[src/rtl/proc_sequencer_if.sv]
// ---------------------------------------------------------------------------
// proc_sequencer_if
//   Bundles the sequencer's control, program-ROM and processor-handshake
//   signals into one interface.
//
//   master modport : the sequencer side.
//   slave  modport : the environment side (ROM, processor, control source).
//
//   Signals
//     start      control -> seq   1-cycle pulse, restart program from address 0
//     step_mode  control -> seq   pause after every completed instruction
//     step_go    control -> seq   1-cycle pulse, release a paused sequencer
//     mem_addr   seq -> ROM       program ROM address (= PC)
//     mem_data   ROM -> seq       ROM word, valid one cycle after mem_addr
//     din        seq -> proc      processor DIN bus
//     run        seq -> proc      1-cycle pulse per issued instruction
//     done       proc -> seq      instruction complete
//     busy       seq -> control   sequencing in progress
//     halted     seq -> control   HALT opcode reached
//     error      seq -> control   Done watchdog expired (sticky)
//     instr_cnt  seq -> control   completed instructions since last Start
// ---------------------------------------------------------------------------
interface proc_sequencer_if #(
    parameter int ADDR_W = 5
);
    logic              start;
    logic              step_mode;
    logic              step_go;
    logic [ADDR_W-1:0] mem_addr;
    logic [15:0]       mem_data;
    logic [15:0]       din;
    logic              run;
    logic              done;
    logic              busy;
    logic              halted;
    logic              error;
    logic [15:0]       instr_cnt;

    modport master (
        input  start, step_mode, step_go, mem_data, done,
        output mem_addr, din, run, busy, halted, error, instr_cnt
    );

    modport slave (
        output start, step_mode, step_go, mem_data, done,
        input  mem_addr, din, run, busy, halted, error, instr_cnt
    );
endinterface

[src/rtl/proc_sequencer.sv]
// ---------------------------------------------------------------------------
// proc_sequencer
//   Program sequencer for the simple 16-bit processor. Fetches instruction
//   words from a synchronous program ROM and issues them to the processor's
//   DIN/Run/Done handshake. An mvi instruction pulls its immediate from the
//   following ROM word, a HALT opcode stops sequencing without being issued,
//   single-step mode pauses after each completed instruction, and a watchdog
//   flags a processor that never answers with Done.
//
//   Ports
//     clk_i   rising-edge clock
//     rst_i   synchronous, active-high reset
//     bus     proc_sequencer_if.master (see interface for signal list)
//
//   Instruction word: [8:6] opcode, [5:3] X, [2:0] Y, [15:9] ignored.
// ---------------------------------------------------------------------------
module proc_sequencer #(
    parameter int       ADDR_W  = 5,
    parameter int       TIMEOUT = 15,
    parameter bit [2:0] MVI_OP  = 3'b001,
    parameter bit [2:0] HALT_OP = 3'b111
) (
    input  logic             clk_i,
    input  logic             rst_i,
    proc_sequencer_if.master bus
);

    typedef enum logic [3:0] {
        S_IDLE      = 4'd0,
        S_FETCH     = 4'd1,
        S_DECODE    = 4'd2,
        S_FETCH_IMM = 4'd3,
        S_LATCH_IMM = 4'd4,
        S_ISSUE     = 4'd5,
        S_WAIT_DONE = 4'd6,
        S_GATE      = 4'd7,
        S_HALTED    = 4'd8,
        S_ERROR     = 4'd9
    } state_t;

    localparam logic [ADDR_W-1:0] PC_ZERO   = {ADDR_W{1'b0}};
    localparam logic [ADDR_W-1:0] PC_ONE    = {{(ADDR_W-1){1'b0}}, 1'b1};
    // Last watchdog value that still counts as "waiting"; wdog starts at 0
    // in the first WAIT_DONE cycle, so TIMEOUT cycles of waiting are allowed.
    localparam logic [7:0]        WDOG_LAST = 8'(TIMEOUT - 1);

    state_t            state_q, state_d;
    logic [ADDR_W-1:0] pc_q, pc_d;
    logic [15:0]       ir_q, ir_d;
    logic [15:0]       imm_q, imm_d;
    logic [15:0]       cnt_q, cnt_d;
    logic [7:0]        wdog_q, wdog_d;
    logic [15:0]       din_q, din_d;
    logic              run_q;
    logic              busy_q;
    logic              halted_q;
    logic              error_q;

    function automatic logic [2:0] opcode(input logic [15:0] word);
        return word[8:6];
    endfunction

    // Next-state, PC, IR/IMM capture, instruction counter and watchdog.
    always_comb begin
        state_d = state_q;
        pc_d    = pc_q;
        ir_d    = ir_q;
        imm_d   = imm_q;
        cnt_d   = cnt_q;
        wdog_d  = wdog_q;
        case (state_q)
            // Idle-like states accept Start; Start elsewhere is ignored.
            S_IDLE, S_HALTED, S_ERROR: begin
                if (bus.start) begin
                    state_d = S_FETCH;
                    pc_d    = PC_ZERO;
                    cnt_d   = 16'h0000;
                end else begin
                    state_d = state_q;
                end
            end
            // ROM registers mem_addr (= PC) at the end of this cycle.
            S_FETCH: begin
                state_d = S_DECODE;
            end
            S_DECODE: begin
                ir_d = bus.mem_data;
                if (opcode(bus.mem_data) == HALT_OP) begin
                    // PC stays on the HALT word so it remains visible.
                    state_d = S_HALTED;
                end else if (opcode(bus.mem_data) == MVI_OP) begin
                    // Immediate lives in the next word; PC wraps naturally.
                    state_d = S_FETCH_IMM;
                    pc_d    = pc_q + PC_ONE;
                end else begin
                    state_d = S_ISSUE;
                end
            end
            S_FETCH_IMM: begin
                state_d = S_LATCH_IMM;
            end
            S_LATCH_IMM: begin
                imm_d   = bus.mem_data;
                state_d = S_ISSUE;
            end
            S_ISSUE: begin
                wdog_d  = 8'd0;
                state_d = S_WAIT_DONE;
            end
            S_WAIT_DONE: begin
                wdog_d = wdog_q + 8'd1;
                // Done is checked first so it beats a same-cycle expiry.
                if (bus.done) begin
                    pc_d  = pc_q + PC_ONE;
                    cnt_d = cnt_q + 16'd1;
                    if (bus.step_mode) begin
                        state_d = S_GATE;
                    end else begin
                        state_d = S_FETCH;
                    end
                end else if (wdog_q == WDOG_LAST) begin
                    state_d = S_ERROR;
                end else begin
                    state_d = S_WAIT_DONE;
                end
            end
            // Leaving step mode releases the gate as well as StepGo does.
            S_GATE: begin
                if (bus.step_go || !bus.step_mode) begin
                    state_d = S_FETCH;
                end else begin
                    state_d = S_GATE;
                end
            end
            default: begin
                state_d = S_IDLE;
            end
        endcase
    end

    // DIN value for the cycle we are about to enter.
    always_comb begin
        din_d = 16'h0000;
        case (state_d)
            S_ISSUE: begin
                din_d = ir_d;
            end
            // During the wait the processor reads the mvi immediate from DIN.
            S_WAIT_DONE: begin
                if (opcode(ir_d) == MVI_OP) begin
                    din_d = imm_d;
                end else begin
                    din_d = 16'h0000;
                end
            end
            default: begin
                din_d = 16'h0000;
            end
        endcase
    end

    // State, datapath and Moore outputs decoded from the next state.
    always_ff @(posedge clk_i) begin
        if (rst_i) begin
            state_q  <= S_IDLE;
            pc_q     <= PC_ZERO;
            ir_q     <= 16'h0000;
            imm_q    <= 16'h0000;
            cnt_q    <= 16'h0000;
            wdog_q   <= 8'd0;
            din_q    <= 16'h0000;
            run_q    <= 1'b0;
            busy_q   <= 1'b0;
            halted_q <= 1'b0;
            error_q  <= 1'b0;
        end else begin
            state_q  <= state_d;
            pc_q     <= pc_d;
            ir_q     <= ir_d;
            imm_q    <= imm_d;
            cnt_q    <= cnt_d;
            wdog_q   <= wdog_d;
            din_q    <= din_d;
            run_q    <= (state_d == S_ISSUE);
            busy_q   <= !((state_d == S_IDLE) || (state_d == S_HALTED) ||
                          (state_d == S_ERROR));
            halted_q <= (state_d == S_HALTED);
            error_q  <= (state_d == S_ERROR);
        end
    end

    assign bus.mem_addr  = pc_q;
    assign bus.din       = din_q;
    assign bus.run       = run_q;
    assign bus.busy      = busy_q;
    assign bus.halted    = halted_q;
    assign bus.error     = error_q;
    assign bus.instr_cnt = cnt_q;

endmodule

[src/flat_wrapper.sv]
// flat-port wrapper written by rule: the top's interface ports become plain ports
module proc_sequencer_flat 
#(
    parameter int       ADDR_W  = 5,
    parameter int       TIMEOUT = 15,
    parameter bit [2:0] MVI_OP  = 3'b001,
    parameter bit [2:0] HALT_OP = 3'b111
)
  (clk_i, rst_i, bus_start, bus_step_mode, bus_step_go, bus_mem_data, bus_done, bus_mem_addr, bus_din, bus_run, bus_busy, bus_halted, bus_error, bus_instr_cnt);
  proc_sequencer_if #(.ADDR_W(ADDR_W)) bus_i ();
  input  logic clk_i;
  input  logic rst_i;
  input wire logic [$bits(bus_i.start)-1:0] bus_start;
  input wire logic [$bits(bus_i.step_mode)-1:0] bus_step_mode;
  input wire logic [$bits(bus_i.step_go)-1:0] bus_step_go;
  input wire logic [$bits(bus_i.mem_data)-1:0] bus_mem_data;
  input wire logic [$bits(bus_i.done)-1:0] bus_done;
  output wire logic [$bits(bus_i.mem_addr)-1:0] bus_mem_addr;
  output wire logic [$bits(bus_i.din)-1:0] bus_din;
  output wire logic [$bits(bus_i.run)-1:0] bus_run;
  output wire logic [$bits(bus_i.busy)-1:0] bus_busy;
  output wire logic [$bits(bus_i.halted)-1:0] bus_halted;
  output wire logic [$bits(bus_i.error)-1:0] bus_error;
  output wire logic [$bits(bus_i.instr_cnt)-1:0] bus_instr_cnt;
  assign bus_i.start = bus_start;
  assign bus_i.step_mode = bus_step_mode;
  assign bus_i.step_go = bus_step_go;
  assign bus_i.mem_data = bus_mem_data;
  assign bus_i.done = bus_done;
  assign bus_mem_addr = bus_i.mem_addr;
  assign bus_din = bus_i.din;
  assign bus_run = bus_i.run;
  assign bus_busy = bus_i.busy;
  assign bus_halted = bus_i.halted;
  assign bus_error = bus_i.error;
  assign bus_instr_cnt = bus_i.instr_cnt;
  proc_sequencer #(.ADDR_W(ADDR_W), .TIMEOUT(TIMEOUT), .MVI_OP(MVI_OP), .HALT_OP(HALT_OP)) u_core (.clk_i(clk_i), .rst_i(rst_i), .bus(bus_i));
endmodule
[config.mk]
export PLATFORM = sky130hd
export DESIGN_NAME = proc_sequencer_flat
export DESIGN_NICKNAME = d
export VERILOG_FILES = /design/src/rtl/proc_sequencer_if.sv /design/src/rtl/proc_sequencer.sv /design/src/flat_wrapper.sv
export SDC_FILE = /design/constraint.sdc
export NUM_CORES = 1
export LEC_CHECK = 0
export BUFFER_PORTS_ARGS = -buffer_cell sky130_fd_sc_hd__buf_2
export CORE_ASPECT_RATIO = 0.6
export CORE_UTILIZATION = 40
export DETAILED_ROUTE_END_ITERATION = 6
export PLACE_DENSITY_LB_ADDON = 0.05
export SLEW_MARGIN = 20
export SYNTH_ARGS = -nofsm -noshare
export SYNTH_HDL_FRONTEND = slang
export SYNTH_SLANG_ARGS = --single-unit
[constraint.sdc]
create_clock -name clk_i -period 2.2 [get_ports clk_i]
set_input_delay 0.22 -clock clk_i [delete_from_list [all_inputs] [get_ports clk_i]]
set_output_delay 0.22 -clock clk_i [all_outputs]
set_load 0.03 [all_outputs]
# Word-level counts from Yosys, hierarchy flattened
# Cells that the tools add are included.
dict set report classes {
  shift 0
  n_eq_ne 21
  bitwise 0
  add_sub_neg 3
  mul 0
  n_lt_le_gt_ge 0
  n_mux 21
  reduce_logical 13
  n_div 0
}
# operator count
set ops {}
lappend ops {{16-bit two-way mux} 5}
lappend ops {{16-bit case mux with 2 select lines} 2}
lappend ops {{4-bit case mux with 8 select lines} 1}
lappend ops {{4-bit by 3-bit equality test with 1-bit output (second input constant)} 6}
lappend ops {{5-bit two-way mux} 4}
lappend ops {{16-bit by 1-bit adder with 16-bit output (second input constant)} 1}
lappend ops {{4-bit equality test (second input constant)} 4}
lappend ops {{4-bit two-way mux} 4}
lappend ops {{8-bit case mux with 2 select lines} 1}
lappend ops {{5-bit case mux with 3 select lines} 1}
lappend ops {{3-bit two-way mux} 3}
lappend ops {{8-bit by 1-bit adder with 8-bit output (second input constant)} 1}
lappend ops {{4-bit by 2-bit equality test with 1-bit output (second input constant)} 2}
lappend ops {{8-bit by 4-bit equality test with 1-bit output (second input constant)} 1}
lappend ops {{4-bit logical NOT} 2}
lappend ops {{3-bit by 1-bit equality test with 1-bit output (second input constant)} 2}
lappend ops {{2-bit inequality test (second input constant)} 3}
lappend ops {{5-bit by 1-bit adder with 5-bit output (second input constant)} 1}
lappend ops {{5-bit AND reduction} 1}
lappend ops {{4-bit by 1-bit equality test with 1-bit output (second input constant)} 1}
lappend ops {{2-bit nonzero test} 2}
lappend ops {{3-bit equality test (second input constant)} 1}
lappend ops {{1-bit logical OR} 3}
lappend ops {{3-bit AND reduction} 1}
lappend ops {{other kinds (4)} 5}
dict set report totals {
  ramBits 0
  memories 0
  reg_bits 85
  in_bits 22
  romBits 0
  output_inout_bits 41
  latchBits 0
}

# Depth between registers and ports, before layout
# Gate-level depths: netlist (run 1).
dict set report logic_depth {
  ltp_word 8
  ltp_mapped 8
}

# Worst setup path before layout (run 1)
# Ideal clock, no wire load.
dict set report synth_path {
  kind {reg-to-reg}
  start {reg u_core.wdog_q[0]}
  end {reg u_core.din_q[0] (netlist: u_core.bus.din[0])}
  arrival_time_ps 1681
  path_slack_ps 399
  required_time_ps 2079
  path_buffers 1
  stages_incl_launch_ff 9
  path_cell_list {dfxtp_1 -> inv_1 -> ha_1 -> nor4b_1 -> and3_1 -> o21a_1 -> o211ai_2 -> buf_2 -> o2bb2ai_1}
}
dict set report synth_between {
  elab_chain_len 6
  word_cells_on_any_way 7
  classes_between {eq/ne: 3; mux: 4}
}
# element line
set synth_rtl {}
lappend synth_rtl {{from (decl)} proc_sequencer.sv:52} ;# logic [7:0] wdog_q, wdog_d;
lappend synth_rtl {{from (signal assigned)} proc_sequencer.sv:182} ;# wdog_q <= wdog_d;
lappend synth_rtl {{8-bit by 4-bit equality test with 1-bit output (*)} proc_sequencer.sv:121} ;# end else if (wdog_q == WDOG_LAST) begin
lappend synth_rtl {{4-bit two-way mux (*)} proc_sequencer.sv:121}
lappend synth_rtl {{4-bit two-way mux (*)} proc_sequencer.sv:113} ;# if (bus.done) begin
lappend synth_rtl {{4-bit case mux with 8 select lines (*)} proc_sequencer.sv:71} ;# case (state_q)
lappend synth_rtl {{4-bit by 3-bit equality test with 1-bit output} proc_sequencer.sv:144} ;# case (state_d)
lappend synth_rtl {{16-bit case mux with 2 select lines (*)} proc_sequencer.sv:144}
lappend synth_rtl {{to (signal assigned)} proc_sequencer.sv:183} ;# din_q <= din_d;
lappend synth_rtl {{to (decl)} proc_sequencer.sv:53} ;# logic [15:0] din_q, din_d;
# Every way passes the cells marked *; elsewhere a longest branch is shown, timed or not.
# A chain may end at the register's enable or synchronous reset.

# Final worst setup path (run 1)
dict set report layout_path {
  start {reg u_core.state_q[0]}
  end {reg u_core.busy_q (netlist: u_core.bus.busy)}
}
dict set report layout_between {
  elab_chain_len 7
  word_cells_on_any_way 19
  classes_between {eq/ne: 11; mux: 2; reduce/logical: 6}
}
# element line
set layout_rtl {}
lappend layout_rtl {{from (decl)} proc_sequencer.sv:47} ;# state_t state_q, state_d;
lappend layout_rtl {{from (signal assigned)} proc_sequencer.sv:177} ;# state_q <= state_d;
lappend layout_rtl {{4-bit equality test or 4-bit logical NOT (tied branches)} proc_sequencer.sv:71}
lappend layout_rtl {{3-bit OR reduction} proc_sequencer.sv:71}
lappend layout_rtl {{4-bit case mux with 8 select lines (*)} proc_sequencer.sv:71}
lappend layout_rtl {{4-bit equality test or 4-bit logical NOT (tied branches)} proc_sequencer.sv:185} ;# busy_q <= !((state_d == S_IDLE) || (state_d == S_HALTED) ||
lappend layout_rtl {{1-bit logical OR} proc_sequencer.sv:185}
lappend layout_rtl {{1-bit logical OR (*)} proc_sequencer.sv:185}
lappend layout_rtl {{1-bit logical NOT (*)} proc_sequencer.sv:185}
lappend layout_rtl {{to (signal assigned)} proc_sequencer.sv:185}
lappend layout_rtl {{to (decl)} proc_sequencer.sv:55} ;# logic busy_q;
# Marked as above.

==> reports/metrics.yaml, run 1 <==
status: "finished clean"
p_leak_nw: 1.69
yosys_warnings: 0
clk_path_buf_depth: 2
num_rows: 26
grt_usage_pct: 19.2
seq_area_frac_synth_pct: 47.6
die_y_um: 75.2
worstPathArrival_ns: 2.35
clk_latency_ns: 0.34
instances_no_fill: 568
synth_seq_cells: 85
yosysUniqueCellTypes: 60
cts_buffers: 9
grt_pass1_wl_um: 13300
die_width_um: 124
via_per_inst: 5.12
wire_per_inst_um: 14.7
slew_headroom_pct: 60.7
coreArea_mm2: 0.00859
gp_congestion: 0.795
async_flop_share_pct: 0
antenna_cells: 0
dp_hpwl_um: 5820
cts_tree: "yes"
path_clk_slew_ns: 0.06
drive_gt1_share_pct: 23.5
drc: 0
synth_edf_count: 0
hold_path_class: "input port to register"
drt-initial-drc-count: 143
portBuffers: 62
fmax_mhz: 484
setup_violations: 0
yosysTopAreaCell: "dfxtp_1"
dr_total_vias: 2907
start_kind: "register"
syn-num-nets: 416
syn_avg_cell_area_um2: 9.17
area_growth_pct: 21.1
grt_overflow_total: 0
synth_top_area_share_pct: 47.6
vdd_drop_max_mv: 0.394
fin_skew_ns: 0.00493
cts_hold_buf: 0
synth_area_leaders: "dfxtp_1 48%, nor2_1 5.5%, mux2i_1 4.8%"
io-pin-count: 63
power_density_mw_per_mm2: 839
crit_required_ns: 2.48
finalPower_w: 0.00364
clockRootBuffer: "clkbuf_16"
antenna_found_initial: 0
grt_max_degree: 42
drt-total-wl_um: 8330
dp_cells: 552
period_needed_ns: 2.07
path_class: "register to register"
first_pass_iters: 4
syn_area_mm2: 0.00358
ant_nets: 0
maxCapViolCount: 0
syn_inst: 390
crit_path_end_kind: "register"
htree_levels: 3
start_util_pct: 41.6
hold_viol: 0
die_area_mm2: 0.00933
post-route-period-util_pct: 94.0
final_max_slew_viol_count: 0
cts_sinks: 85
crit_path_max_fanout: 14
worst_pin_slew_ns: 0.589
finalNetCount: 477
synthFlopType: "dfxtp_1"
grt_pass1_vias: 2550
[kinds of logic after synthesis]
logic type | after synthesis | synth area share [%]
adder cells (fa/ha/maj) | 4 | 1.40
flip-flops | 85 | 47.6
AND/OR/NAND/NOR | 167 | 24.2
AO/OA/AOI/OAI | 75 | 14.8
multiplexers | 18 | 5.07
buffers and inverters | 27 | 3.43
XOR/XNOR | 14 | 3.43
[cells in the mapped netlist (2+ instances only)]
library cell   n
dfxtp_1       85
nor2_1        52
nand2_1       44
a21oi_1       30
mux2i_1       17
o2bb2ai_1     16
nand3_1       11
clkbuf_1      10
buf_2          8
nand4_1        8
xor2_1         8
o21ai_0        7
and3_1         6
or3_1          6
xnor2_1        6
inv_1          5
ha_1           4
nand2b_1       4
nor4_1         4
nor4b_1        4
buf_4          3
nand3b_1       3
nor3_1         3
o21a_1         3
o21ai_1        3
a31oi_1        2
and2_1         2
and4_1         2
nor4b_2        2
or2_1          2
[where the power goes]
| group | total [W] | leakage, nW | switching [W] | internal, W |
|---|---|---|---|---|
| clock | 0.00151 | 0.146 | 0.000624 | 0.000883 |
| sequential | 0.00166 | 0.688 | 0.0000551 | 0.00160 |
| combinational | 0.000470 | 0.860 | 0.000297 | 0.000173 |
| total | 0.00364 | 1.69 | 0.000976 | 0.00266 |
[worst max-delay path, stage by stage (launching register included)]
cell	delay, ns
dfxtp_1	0.64
nor3b_1	0.12
a2111oi_2	0.63
nor4_1	0.17
nor4_1	0.27
a311o_1	0.18
[stage by stage]
step / setup slack (ns) / util, % / cell area, um2 / TNS [ns] / hold WS [ns]
2_1_floorplan: 0.399 / - / 3580 / 0 / 0.375
4_1_cts: 0.145 / 50.3 / 4320 / 0 / 0.139
3_5_place_dp: 0.173 / 46.8 / 4020 / 0 / 0.452
3_3_place_gp: 0.203 / 46.8 / 4020 / 0 / 0.449
5_1_grt: -0.00482 / 50.4 / 4330 / -0.00482 / 0.155
6_report: 0.132 / 50.4 / 4330 / 0 / 0.164
[path summary, 6_finish.rpt]
path / startpoint / endpoint / slack, ns / cells after the start
setup / recovery: u_core.state_q[0]$_SDFF_PP0_ / u_core.bus.busy$_SDFF_PP0_ / 0.13 / 5
hold / removal: bus_mem_data[0] / u_core.ir_q[0]$_SDFF_PP0_ / 0.16 / 3
setup reg to reg: u_core.state_q[0]$_SDFF_PP0_ / u_core.bus.busy$_SDFF_PP0_ / 0.13 / 5
hold reg to reg: u_core.imm_q[2]$_SDFF_PP0_ / u_core.imm_q[2]$_SDFF_PP0_ / 0.46 / 2
[area by class of cell]
cell class                 count  area [um2]
sequential                    85        1700
fill                         845        4260
clock buffer                   9         225
timing repair buffer          72         398
clock inverter                 7        73.8
tap                          112         140
inverter                       5        18.8
multi-input combinational    278        1770
[cell usage in the layout, fill, tap and decap left out, drive strengths merged, types with 2 or more instances in the layout]
cell      n
clkbuf    9
xor2      8
o21a      3
nor3      4
o2bb2ai  16
dfxtp    85
or2       4
ha        4
a31oi     2
or3       6
nand2b    4
and3      6
nand3b    3
xnor2     6
clkinv    4
mux2i    17
nand3    11
a21oi    30
o21ai    10
inv       6
nand4     9
buf      72
o211ai    2
and2      2
and4      2
nor4b     6
nor4      4
nand2    44
a32oi     2
nor2     54
[routing by layer]
layer,up-vias,global-route usage [%],routed length [um]
li1,1504,-,-
met1,1333,29.9,4510
met2,65,24.5,3250
met3,5,5.68,509
met4,0,5.95,56
met5,-,0,0
[timing repair]
item	in CTS	in global routing
setup endpoints to repair	0	5
resized for setup	0	4
endpoints found under the hold margin	0	0
buffers inserted	0	0
[state kept, by name, summed over array words and instances, names as in the netlist]
name,cells
u_core.bus.error,1
u_core.wdog_q,8
u_core.imm_q,16
u_core.state_q,4
u_core.ir_q,16
u_core.bus.mem_addr,5
u_core.bus.instr_cnt,16
u_core.bus.run,1
u_core.bus.din,16
u_core.bus.busy,1
u_core.bus.halted,1
(Power assumes the default switching activity.)
==> run 2, diff against run 1 <==
--- a/config.mk
+++ b/config.mk
@@ -6,7 +6,7 @@
 export NUM_CORES = 1
 export LEC_CHECK = 0
 export BUFFER_PORTS_ARGS = -buffer_cell sky130_fd_sc_hd__buf_2
-export CORE_ASPECT_RATIO = 0.6
+export CORE_ASPECT_RATIO = 2
 export CORE_UTILIZATION = 40
 export DETAILED_ROUTE_END_ITERATION = 6
 export PLACE_DENSITY_LB_ADDON = 0.05
==> run 2 against run 1 <==
Via count increased by 4.1%; sequential power about the same; fmax grew 4.5%; combinational power grew 2%; critical path type unchanged.
==> reports/metrics.yaml, run 2 (synthesis results as in run 1) <==
status: "finished clean"
grt_usage_pct: 19.4
maxCapViolCount: 0
path_class: "register to register"
cts-resized-gates: 0
gp_congestion: 0.776
die_width_um: 68.9
post-route-period-util_pct: 89.9
finalPower_w: 0.00377
slowest_delay_ns: 0.63
rsz0062_at_grt: "no"
die_area_mm2: 0.00934
fin_skew_ns: 0.00317
ant_nets: 0
final_cell_mix: "85 x dfxtp_1, 62 x buf_2, 52 x nor2_1"
htree_levels: 3
place_area_mm2: 0.00404
antenna_cells: 0
wire_per_inst_um: 15.1
clk_path_buf_depth: 2
die_y_um: 136
cp_top_family: "simple AND/OR/NAND/NOR gates"
num_rows: 48
antenna_found_initial: 0
dp_hpwl_um: 6100
period_needed_ns: 1.98
finalNetCount: 480
grt_pass1_wl_um: 13500
first_pass_iters: 4
final_max_slew_viol_count: 0
portBuffers: 62
power_density_mw_per_mm2: 864
finalSetupTns_ns: 0
grt_pass1_vias: 2892
final_common_cell: "dfxtp_1"
crit_required_ns: 2.47
finish.instance_area_mm2: 0.00436
clockRootBuffer: "clkbuf_16"
drt-initial-drc-count: 74
cts_sinks: 85
fmax_mhz: 506
drive_gt1_share_pct: 22.9
clk_latency_ns: 0.33
slew_headroom_pct: 64.3
dr_total_vias: 3026
cts_buffers: 9
coreArea_mm2: 0.00865
worst_pin_slew_ns: 0.534
cts_tree: "yes"
drc: 0
clkPwrFrac_pct: 43.4
internal_power_w: 0.00282
vdd_drop_max_mv: 0.523
io-pin-count: 63
p_leak_nw: 1.72
crit_path_max_fanout: 13
instances_no_fill: 559
drt-total-wl_um: 8470
worstPathArrival_ns: 2.25
switching_share_pct: 25.3
grt_overflow_total: 0
area_growth_pct: 22.0
path_clk_slew_ns: 0.06
power.share.sequential_pct: 43.9
grt_max_degree: 37
comb_power_share_pct: 12.7
crit_slowest_cell: "dfxtp_1"
start_util_pct: 41.3
setup_violations: 0
switching_power_w: 0.000953
path_cells: "and4bb_1 -> a32o_2 -> nand4_2 -> or3_1 -> a21oi_1"
start_kind: "register"
hold_path_class: "input port to register"
post-cts-setup-buffer-count: 0
cts_hold_buf: 0
crit_path_end_kind: "register"
hold_viol: 0
via_per_inst: 5.41
path_buf_inv: 0
dp_cells: 543
fillerInstances: 876
## run 2: cell types whose count changed in the layout (fill, tap and decap cells not counted), sizes merged
cell	change
clkinvlp	-1
buf	+3
clkbuf	+2
clkinv	-2
bufinv	+1
## run 2: power groups by stage
| stage | clock network, W | logic (W) | registers, W |
|---|---|---|---|
| floorplan | 0 | 0.000325 | 0.00169 |
| global placement | 0 | 0.000482 | 0.00169 |
| detailed placement | 0 | 0.000484 | 0.00169 |
| CTS | 0.00167 | 0.000487 | 0.00165 |
| global route | 0.00173 | 0.000529 | 0.00166 |
| finish | 0.00163 | 0.000480 | 0.00165 |
## run 2: final timing paths
kind | start | to | slack [ns] | cells after the start
max reg2reg | u_core.state_q[2]$_SDFF_PP0_ | u_core.bus.instr_cnt[13]$_SDFFE_PP0P_ | 0.22 | 5
min reg2reg | u_core.imm_q[15]$_SDFF_PP0_ | u_core.imm_q[15]$_SDFF_PP0_ | 0.46 | 2
max | u_core.state_q[2]$_SDFF_PP0_ | u_core.bus.instr_cnt[13]$_SDFFE_PP0P_ | 0.22 | 5
min | bus_mem_data[9] | u_core.imm_q[9]$_SDFF_PP0_ | 0.15 | 3
## run 2: through the flow
stage          hold WS [ns]  util (%)  setup slack (ns)
2_1_floorplan         0.375         -             0.399
3_3_place_gp          0.449      46.7             0.225
3_5_place_dp          0.455      46.7             0.213
4_1_cts               0.148      50.5             0.199
5_1_grt               0.170      50.5            0.0430
6_report              0.153      50.5             0.222
## run 2: worst reg2reg max path, delay by kind of cell, from the launching register on
kind / cells / cell delay [ns]
AND/OR/NAND/NOR: 3 / 0.90
AO/OA/AOI/OAI: 2 / 0.39
flip-flops: 1 / 0.63
## run 2: final cells by class
class | instances | area (um2) | area share, %
repair buffers | 75 | 433 | 9.92
multi-input cells | 278 | 1760 | 40.3
inverters | 5 | 18.8 | 0.430
clock buffers | 11 | 243 | 5.56
well taps | 100 | 125 | 2.87
clock inverters | 5 | 82.6 | 1.89
flip-flops and latches | 85 | 1700 | 39.0
## run 2: per-layer routing
| metal | routed length [um] | up-vias | track usage [%] |
|---|---|---|---|
| li1 | - | 1510 | - |
| met4 | 205 | 0 | 8.96 |
| met3 | 279 | 14 | 3.87 |
| met2 | 4580 | 53 | 35.4 |
| met1 | 3400 | 1449 | 20.0 |
| met5 | 0 | - | 0 |
==> run 3, diff against run 2 <==
--- a/config.mk
+++ b/config.mk
@@ -10,6 +10,7 @@
 export CORE_UTILIZATION = 40
 export DETAILED_ROUTE_END_ITERATION = 6
 export PLACE_DENSITY_LB_ADDON = 0.05
+export REMOVE_ABC_BUFFERS = 1
 export SLEW_MARGIN = 20
 export SYNTH_ARGS = -nofsm -noshare
 export SYNTH_HDL_FRONTEND = slang
==> run 3 against run 2 <==
Register-to-register slack got worse by 0.04 ns; cell count rose by 0.18%; critical path depth rose by 2; global-route usage rose by 0.27 points; sequential share of layout area fell by 0.25 points; first-iteration DRC count rose by 77%; clock skew rose by 0.0031 ns; critical endpoint is now u_core.bus.din[15]$_SDFF_PP0_; largest cell class unchanged.
==> reports/metrics.yaml, run 3 (synthesis results as in run 1) <==
crit_slowest_cell: "dfxtp_1"
finalNetCount: 481
status: "finished clean"
hold_path_class: "input port to register"
fin_util_pct: 50.8
hold_viol: 0
cts_sinks: 85
coreArea_mm2: 0.00865
final_max_slew_viol_count: 0
crit_required_ns: 2.42
antenna_found_initial: 0
fin_skew_ns: 0.00624
clockRootBuffer: "clkbuf_16"
path_clk_slew_ns: 0.06
worst_pin_slew_ns: 0.544
finalSetupTns_ns: 0
drive_gt1_share_pct: 23.5
path_cells: "buf_4 -> nor4b_4 -> nor4b_1 -> a31oi_1 -> nor2_4 -> buf_12 -> o2bb2ai_1"
drc: 0
grt_max_degree: 27
gp_congestion: 0.803
crit_path_end_kind: "register"
die_area_mm2: 0.00934
worstPathArrival_ns: 2.23
grt_pass1_wl_um: 13400
met1_usage_pct: 19.5
slowest_delay_ns: 0.45
top_usage_layer: "met2"
power_density_mw_per_mm2: 863
dp_hpwl_um: 6010
first_pass_iters: 5
ant_nets: 0
final_cell_mix: "84 x dfxtp_1, 62 x buf_2, 52 x nor2_1"
die_y_um: 136
via_per_inst: 5.36
post-cts-setup-buffer-count: 0
htree_levels: 3
vdd_drop_max_mv: 0.619
die_width_um: 68.9
rsz0062_at_grt: "no"
use_met3_pct: 4.55
antenna_cells: 0
cp_top_family: "simple AND/OR/NAND/NOR gates"
setup_violations: 0
path_class: "register to register"
crit_path_max_fanout: 16
fmax_mhz: 496
io-pin-count: 63
wire_per_inst_um: 15.1
final_common_cell: "dfxtp_1"
p_leak_nw: 1.73
finish.instance_area_mm2: 0.00440
period_needed_ns: 2.02
start_util_pct: 41.3
grt_overflow_total: 0
place_area_mm2: 0.00407
dr_total_vias: 2999
drt-initial-drc-count: 131
area_growth_pct: 22.9
portBuffers: 62
num_rows: 48
slew_headroom_pct: 63.7
drt-total-wl_um: 8470
grt_pass1_vias: 2863
fillerInstances: 846
grtUsageMet2_pct: 35.1
clk_path_buf_depth: 2
maxCapViolCount: 0
grt_usage_pct: 19.7
cts_buffers: 9
clk_latency_ns: 0.34
start_kind: "register"
path_buf_inv: 2
post-route-period-util_pct: 91.6
cts_tree: "yes"
run 3: final timing paths:
check / startpoint / endpoint / slack [ns] / depth (start not counted)
worst min-delay path: bus_mem_data[9] / u_core.imm_q[9]$_SDFF_PP0_ / 0.15 / 3
worst max register to register: u_core.state_q[0]$_SDFF_PP0_ / u_core.bus.din[15]$_SDFF_PP0_ / 0.18 / 7
worst min register to register: u_core.imm_q[4]$_SDFF_PP0_ / u_core.imm_q[4]$_SDFF_PP0_ / 0.46 / 2
worst max-delay path: u_core.state_q[0]$_SDFF_PP0_ / u_core.bus.din[15]$_SDFF_PP0_ / 0.18 / 7
run 3: final cells by class:
| class | count | area (um2) | share of cell area, % |
|---|---|---|---|
| clock inverter | 7 | 97.6 | 2.22 |
| tap | 100 | 125 | 2.85 |
| multi-input combinational | 278 | 1760 | 40.1 |
| timing repair buffer | 76 | 465 | 10.6 |
| sequential | 85 | 1700 | 38.7 |
| clock buffer | 9 | 225 | 5.12 |
| inverter | 5 | 18.8 | 0.427 |
run 3: report_power, final:
group | internal (W) | switching (W)
clock network | 0.00100 | 0.000635
registers | 0.00160 | 0.0000543
logic | 0.000196 | 0.000306
run 3: metal layers:
metal / part of all wire (%) / up-vias
li1: - / 1518
met1: 38 / 1397
met2: 54 / 65
met3: 3.6 / 19
met4: 3.8 / 0
met5: 0 / -
run 3: stage by stage:
step | instances | worst slack [ns] | hold slack (ns) | total power [W]
after global placement | 544 | 0.242 | 0.449 | 0.00219
after floorplan | 368 | -0.823 | 0.289 | 0.00198
after global routing | 560 | 0.0351 | 0.163 | 0.00395
final | 560 | 0.184 | 0.152 | 0.00380
after CTS | 560 | 0.177 | 0.146 | 0.00384
after detailed placement | 544 | 0.209 | 0.453 | 0.00220
run 3: worst register-to-register path: stages (launching register included):
cell and delay, ns:
dfxtp_1 0.45, buf_4 0.23, nor4b_4 0.41, nor4b_1 0.10, a31oi_1 0.36, nor2_4 0.06, buf_12 0.16, o2bb2ai_1 0.13
run 3: what timing repair did:
| action | CTS | global route |
|---|---|---|
| hold buffers | 0 | 0 |
| endpoints found under the setup margin | 0 | 1 |
| resized for setup | 0 | 1 |
